==> config.mk <==
export PLATFORM = sky130hd
export DESIGN_NAME = mem_access_unit
export DESIGN_NICKNAME = d
export VERILOG_FILES = /design/src/rtl/mem_access_unit.sv
export SDC_FILE = /design/constraint.sdc
export NUM_CORES = 1
export LEC_CHECK = 0
export BUFFER_PORTS_ARGS = -buffer_cell sky130_fd_sc_hd__buf_2
export CORE_MARGIN = 2
export CORE_UTILIZATION = 52
export DETAILED_ROUTE_END_ITERATION = 16
export PLACE_DENSITY = 0.84
export REMOVE_ABC_BUFFERS = 1
export SLEW_MARGIN = 30
export SYNTH_ARGS = -nofsm -noshare
export SYNTH_HDL_FRONTEND = slang
export SYNTH_SLANG_ARGS = --single-unit
==> constraint.sdc <==
create_clock -name clk -period 3.1 [get_ports clk]
set_input_delay 0.155 -clock clk [delete_from_list [all_inputs] [get_ports clk]]
set_output_delay 0.155 -clock clk [all_outputs]
set_load 0.01 [all_outputs]
==> src/rtl/mem_access_unit.sv <==
// mem_access_unit: load/store unit that sits between the CPU datapath and a
// word-wide synchronous data RAM. It turns byte-addressed loads and stores
// into word accesses. Sub-word stores are done as a read-modify-write.
// Load data is returned sign- or zero-extended. Misaligned or illegal
// sizes are reported as faults and never touch the RAM.
module mem_access_unit #(
  parameter int ADDRESS_WIDTH = 8,
  parameter int DATA_WIDTH    = 32
) (
  input  logic                     clk,
  input  logic                     rst_n,
  input  logic                     req,
  input  logic                     we,
  input  logic [1:0]               size,
  input  logic                     sign_ext,
  input  logic [ADDRESS_WIDTH+1:0] addr,
  input  logic [DATA_WIDTH-1:0]    wdata,
  output logic                     ready,
  output logic [DATA_WIDTH-1:0]    rdata,
  output logic                     rvalid,
  output logic                     wdone,
  output logic                     err,
  output logic                     ram_en,
  output logic                     ram_we,
  output logic [ADDRESS_WIDTH-1:0] ram_addr,
  output logic [DATA_WIDTH-1:0]    ram_wdata,
  input  logic [DATA_WIDTH-1:0]    ram_rd
);

  localparam logic [1:0] SZ_BYTE = 2'b00;
  localparam logic [1:0] SZ_HALF = 2'b01;
  localparam logic [1:0] SZ_WORD = 2'b10;

  typedef enum logic [1:0] {
    IDLE      = 2'd0,
    LOAD_WAIT = 2'd1,
    RMW_MERGE = 2'd2,
    DONE      = 2'd3
  } state_t;

  state_t state_reg, state_next;

  // Request fields captured in the accept cycle. Later changes on addr/wdata
  // must not affect an access that is already in flight.
  logic [ADDRESS_WIDTH-1:0] word_addr_reg;
  logic [1:0]               off_reg;
  logic [1:0]               size_reg;
  logic                     sext_reg;
  logic [15:0]              wdata_reg;

  logic [DATA_WIDTH-1:0] rdata_reg, rdata_next;
  logic                  rvalid_reg, rvalid_next;
  logic                  wdone_reg, wdone_next;
  logic                  err_reg, err_next;

  logic                  accept;
  logic                  fault;
  logic [7:0]            rd_byte [4];
  logic [31:0]           merged_word;
  logic [7:0]            sel_byte;
  logic [15:0]           sel_half;
  logic [31:0]           load_val;

  // Alignment and size check on the live request.
  always_comb begin
    fault = 1'b0;
    if (size == 2'b11)
      fault = 1'b1;
    else if (size == SZ_HALF && addr[0])
      fault = 1'b1;
    else if (size == SZ_WORD && addr[1:0] != 2'b00)
      fault = 1'b1;
  end

  // Per-lane views of the RAM word and the RMW merge. A byte store replaces
  // exactly one lane. A halfword store replaces the lane pair chosen by
  // offset bit 1.
  for (genvar gi = 0; gi < 4; gi++) begin : g_lane
    localparam int HALF_SEL  = gi / 2;
    localparam int HALF_BYTE = gi % 2;
    logic       hit;
    logic [7:0] new_byte;
    assign rd_byte[gi] = ram_rd[8*gi +: 8];
    assign hit = (size_reg == SZ_BYTE && off_reg == 2'(gi)) ||
                 (size_reg == SZ_HALF && off_reg[1] == 1'(HALF_SEL));
    assign new_byte = (size_reg == SZ_HALF) ? wdata_reg[8*HALF_BYTE +: 8]
                                            : wdata_reg[7:0];
    assign merged_word[8*gi +: 8] = hit ? new_byte : ram_rd[8*gi +: 8];
  end

  // Lane select and extension of the returned RAM word for loads.
  always_comb begin
    sel_byte = rd_byte[off_reg];
    sel_half = off_reg[1] ? ram_rd[31:16] : ram_rd[15:0];
    case (size_reg)
      SZ_BYTE: load_val = {{24{sext_reg & sel_byte[7]}}, sel_byte};
      SZ_HALF: load_val = {{16{sext_reg & sel_half[15]}}, sel_half};
      default: load_val = ram_rd;
    endcase
  end

  // Next-state logic, RAM drive and completion pulses.
  always_comb begin
    state_next  = state_reg;
    ready       = 1'b0;
    accept      = 1'b0;
    ram_en      = 1'b0;
    ram_we      = 1'b0;
    ram_addr    = '0;
    ram_wdata   = '0;
    rdata_next  = rdata_reg;
    rvalid_next = 1'b0;
    wdone_next  = 1'b0;
    err_next    = 1'b0;
    case (state_reg)
      IDLE: begin
        ready = 1'b1;
        if (req) begin
          accept = 1'b1;
          if (fault) begin
            // Faults complete one cycle later and issue no RAM access.
            err_next    = 1'b1;
            rvalid_next = ~we;
            wdone_next  = we;
            if (!we)
              rdata_next = '0;
            state_next = DONE;
          end else if (!we) begin
            ram_en     = 1'b1;
            ram_addr   = addr[ADDRESS_WIDTH+1:2];
            state_next = LOAD_WAIT;
          end else if (size == SZ_WORD) begin
            ram_en     = 1'b1;
            ram_we     = 1'b1;
            ram_addr   = addr[ADDRESS_WIDTH+1:2];
            ram_wdata  = wdata;
            wdone_next = 1'b1;
            state_next = DONE;
          end else begin
            // Sub-word store: read the word first, then merge and write it.
            ram_en     = 1'b1;
            ram_addr   = addr[ADDRESS_WIDTH+1:2];
            state_next = RMW_MERGE;
          end
        end
      end
      LOAD_WAIT: begin
        rdata_next  = load_val;
        rvalid_next = 1'b1;
        state_next  = DONE;
      end
      RMW_MERGE: begin
        ram_en     = 1'b1;
        ram_we     = 1'b1;
        ram_addr   = word_addr_reg;
        ram_wdata  = merged_word;
        wdone_next = 1'b1;
        state_next = DONE;
      end
      default: begin
        state_next = IDLE;
      end
    endcase
  end

  // State register and registered result and pulse outputs.
  always_ff @(posedge clk or negedge rst_n) begin
    if (!rst_n) begin
      state_reg  <= IDLE;
      rdata_reg  <= '0;
      rvalid_reg <= 1'b0;
      wdone_reg  <= 1'b0;
      err_reg    <= 1'b0;
    end else begin
      state_reg  <= state_next;
      rdata_reg  <= rdata_next;
      rvalid_reg <= rvalid_next;
      wdone_reg  <= wdone_next;
      err_reg    <= err_next;
    end
  end

  // Capture the request in the accept cycle for use by later states.
  always_ff @(posedge clk or negedge rst_n) begin
    if (!rst_n) begin
      word_addr_reg <= '0;
      off_reg       <= 2'b00;
      size_reg      <= 2'b00;
      sext_reg      <= 1'b0;
      wdata_reg     <= '0;
    end else if (accept) begin
      word_addr_reg <= addr[ADDRESS_WIDTH+1:2];
      off_reg       <= addr[1:0];
      size_reg      <= size;
      sext_reg      <= sign_ext;
      wdata_reg     <= wdata[15:0];
    end
  end

  assign rdata  = rdata_reg;
  assign rvalid = rvalid_reg;
  assign wdone  = wdone_reg;
  assign err    = err_reg;

endmodule

# Word-level counts from Yosys, hierarchy flattened
# Cells that the tools add are included.
totals:
  elab_cells: 97
  input_bits: 81
  reg_bits: 66
op_classes:
  n_reduce_logical: 19
  eq_ne: 12
  n_lt_le_gt_ge: 1
  bitwise_logic: 5
  mux: 50
op_table:
  columns: ["operator", "count"]
  rows:
  - ["2-to-1 mux 32 bit", 7]
  - ["case mux 32 bit (2 select lines)", 3]
  - ["2-to-1 mux 8 bit", 9]
  - ["2-to-1 mux 1 bit", 20]
  - ["binary-select mux 8 bit (select 2 bit)", 1]
  - ["2-to-1 mux 16 bit", 1]
  - ["case mux 8 bit (2 select lines)", 1]
  - ["== test 2 bit (second input constant)", 5]
  - ["== test 2 x 1 -> 1 bit (second input constant)", 4]
  - ["logical AND 1 bit", 8]
  - ["case mux 1 bit (2 select lines)", 4]
  - ["logical NOT 2 bit", 3]
  - ["2-to-1 mux 2 bit", 3]
  - ["inequality test 2 bit (second input constant)", 3]
  - ["logical OR 1 bit", 4]
  - ["case mux 2 bit (2 select lines)", 1]
  - ["AND reduction 4 bit", 1]
  - ["nonzero test 2 bit", 2]
  - ["greater-or-equal comparator 3 bit (second input constant)", 1]
  - ["inverter 2 -> 3 bit", 1]
  - ["bitwise AND 1 bit", 2]
  - ["inverter 1 bit", 2]
  - ["OR reduction 2 bit", 1]

# Logic depth before layout (Yosys ltp)
depth:
  depth_word: 8
  depth_mapped: 7
  mapped_depth_nobuf: 6

# Least setup slack after synthesis
# Ideal clock, no wire load.
synth_path:
  path_type: "reg2out"
  startpoint: "register state_reg[0]"
  endpoint: "output port ram_addr[0]"
  required_ps: 2945
  path_stages_with_launch: 8
  arrival_ps: 1687
  slack_ps: 1258
  path_cell_list: "dfrtp_1 inv_1 ha_1 inv_1 nor2_1 clkbuf_1 nand2_1 o21ai_0"
synth_via:
  elab_chain_cells: 2
  elab_cells_between_ends: 3
  cone_classes: "eq/ne (1); mux (1); reduce/logical (1)"
synth_rtl:
  columns: ["item", "line_no", "source"]
  rows:
  - ["start, declared", "41", "state_t state_reg, state_next;"]
  - ["start signal, assigned", "175", "state_reg <= state_next;"]
  - ["== test 2 bit / logical NOT 2 bit (equally long branches)", "115", "case (state_reg)"]
  - ["case mux 8 bit (2 select lines) (*)", "115", null]
  - ["end, declared", "25", "output logic [ADDRESS_WIDTH-1:0] ram_addr,"]
# Mark *: on every way between the ends. The rest lies on a longest branch, timed or not.

# Final worst setup path
layout_path:
  startpoint: "register size_reg[1]"
  endpoint: "output port ram_wdata[23]"
layout_via:
  elab_chain_cells: 5
  elab_cells_between_ends: 7
  cone_classes: "eq/ne (1); mux (2); reduce/logical (4)"
layout_rtl:
  columns: ["item", "line_no", "source"]
  rows:
  - ["start, declared", "47", "logic [1:0] size_reg;"]
  - ["start signal, assigned", "194", "size_reg <= size;"]
  - ["== test 2 x 1 -> 1 bit / logical NOT 2 bit (equally long branches)", "85, 84", null]
  - ["logical AND 1 bit (on tied branches)", "85, 84", null]
  - ["logical OR 1 bit (*)", "84", "assign hit = (size_reg == SZ_BYTE && off_reg == 2'(gi)) ||"]
  - ["2-to-1 mux 8 bit (*)", "88", "assign merged_word[8*gi +: 8] = hit ? new_byte : ram_rd[8*gi +: 8];"]
  - ["case mux 32 bit (2 select lines) (*)", "115", null]
  - ["end, declared", "26", "output logic [DATA_WIDTH-1:0] ram_wdata,"]
# Marked as above.

==> metrics.cfg <==
[clock_network]
post_cts_buffers=0
cts_resized=0
clockBufferDepth=2
insertion_delay_ns=0.35
cts_max_level=3
cts_root_buf=clkbuf_8
cts_tree=done
cts_made_buffers=9
cts_sinks=66
cts_hold_buf=1
clk_pin_slew_worst_paths_ns=0.08

[timing]
finalCriticalPeriod_ns=2.86
clock.fmax_mhz=350
max-slew-margin-rel_pct=51.4
tightest_slew_ns=0.729
rsz0062_at_grt=no
fin_crit_sh_pct=92.2
fin_tns_setup_ns=0
hold_violations=0
holdWs_ns=0.0104
slew_violations=0
setup_violations=0
clock_skew_ns=0.0110

[worst_hold_path]
hold_path_class=in -> reg

[global_routing]
grt_usage_pct=29.0
grt_max_degree=48
grt_remaining_overflow=0
antenna_found_initial=0
grt_pass1_wl_um=19600
grt_pass1_vias=3897

[detailed_routing]
ant_nets=0
routedWlPerCell_um=17.7
route.met3.wl_um=976
totalWireLength_um=12800
dr.pass1.iters=5
wl_met2_um=6110
top_layer=met4
drc=0
initialDrtViolationCount=310
vias_per_cell=5.92
wirelength_met1_um=5330
vias=4276

[setup_path]
cpMaxStageDelayCell=dfrtp_1
arrival_ns=2.70
setup.worst_path.end_class=output pin
worstSetupStartpointType=flop
cp_cell_sequence=nor2b_1, nand2_1, mux2_2, a22o_1, buf_2
slowest_delay_ns=0.57
critPathRequiredTime_ns=2.94
criticalPathCategory=reg -> out
cp_max_fo=16

[logic_synthesis]
yosysMostFrequentCell=nand2_1
syn_area_um2=4130
synthTopCellsByArea=dfrtp_1 (40%), nand2_1 (12%), a22o_1 (8.3%), mux2_2 (6.8%), o21ai_0 (5.5%)
ys.flop_type=dfrtp_1
ys_seq_area_share_pct=40.0
ys_ff_latch=66
yosysWarnings=0
yosys.area.top_type=dfrtp_1
async_reset_ff_share_pct=100
ys_types=47
synth_common_cells=nand2_1 (137), dfrtp_1 (66), o21ai_0 (45)
netlist_instances=466
syn_avg_cell_area_um2=8.87
synth_enable_flop_cells=0
synth_top_area_share_pct=40.0

[placed_design]
gp_congestion=0.919
post-dp-hpwl_um=9160
numPortBuffers=158

[finish]
syn_to_final_growth_pct=26.6
fill_cells=647
antenna_cells=0
multi_input_area_um2=2290
regArea_um2=1650
layout-drive-gt1-share_pct=36.6
largest_reg_flops=32
layout.nets=700

[flow_run]
cap_violations=0

[floorplanning]
start_util_pct=53.5
die-area_um2=8670
io_pins=159
die_w_um=93.1
row_count=32
die_h_um=93.1
coreArea_um2=7730

[run_status]
outcome=complete, no violations

[power_and_ir_drop]
power_density_nw_per_um2=1020
vdd_drop_max_v=0.000404
p_leak_nw=2.72

==> layout by cell type (no fill, tap or decap), drive strengths merged, types with 7 or more instances in the layout <==
cell type,n
o2bb2ai,7
nor2,7
mux2,25
dfrtp,66
o211ai,9
nor2b,18
nand2,137
a22oi,8
mux2i,15
a22o,39
a32o,8
clkbuf,9
inv,10
o21ai,47
buf,168
or2,10
==> through the flow <==
stage	cells	cell area (µm²)	setup slack [ns]	utilization, %	power, mW
floorplan	435	3970	0.344	-	3.38
global placement	705	4970	0.754	64.3	4.31
detailed placement	705	4970	0.682	64.3	4.42
CTS	722	5230	0.301	67.7	5.34
global route	722	5230	0.0585	67.7	5.74
finish	722	5230	0.242	67.7	5.36
==> area by class of cell <==
cell class | instances | share of cell area [%]
clock buffers | 9 | 2.37
clock inverters | 7 | 2.37
well taps | 102 | 2.44
multi-input cells | 360 | 43.8
flip-flops and latches | 66 | 31.6
repair buffers | 169 | 16.8
inverters | 9 | 0.646
==> worst max-delay path, delay by kind of cell, from the launching register on <==
family	cells	cell delay, ns
AOI/OAI and AO/OA	1	0.17
muxes	1	0.42
buffers and inverters	1	0.13
and+or+nand+nor	2	1.06
DFF	1	0.57
==> final timing paths <==
check / start / endpoint / slack (ns) / cells past startpoint
worst max-delay path: size_reg[1] / ram_wdata[23] / 0.24 / 5
worst min-delay path: wdata[0] / wdata_reg[0] / 0.01 / 3
worst max register to register: state_reg[0] / rdata[15] / 0.91 / 6
worst min register to register: rdata[26] / rdata[26] / 0.48 / 2
max in group asynchronous: rst_n / wdata_reg[8] / 2.04 / 3
min in group asynchronous: rst_n / word_addr_reg[4] / 0.35 / 2
==> cell families (layout without fill, tap and decap cells) <==
family                   count (synthesis)  count (layout)  synth area share [%]
AND/OR/NAND/NOR                        183             183                  19.7
multiplexers                            41              41                  11.0
AO/OA/AOI/OAI                          132             132                  23.4
adder cells (fa/ha/maj)                  4               4                  1.21
buffers and inverters                   40             194                  4.66
flip-flops                              66              66                  40.0
==> layer usage <==
layer  global-route usage [%]  up-vias
met1                     40.7     2046
met2                     45.9      244
met5                        0        -
met4                     12.0        0
met3                     3.55       29
li1                         -     1957
==> where the power goes <==
group          internal, mW  leakage, nW  switching (mW)
sequential             1.25        0.834           0.283
combinational          1.25         1.77            1.66
clock                 0.543        0.121           0.368
total                  3.04         2.72            2.31
(Power assumes the default switching activity.)
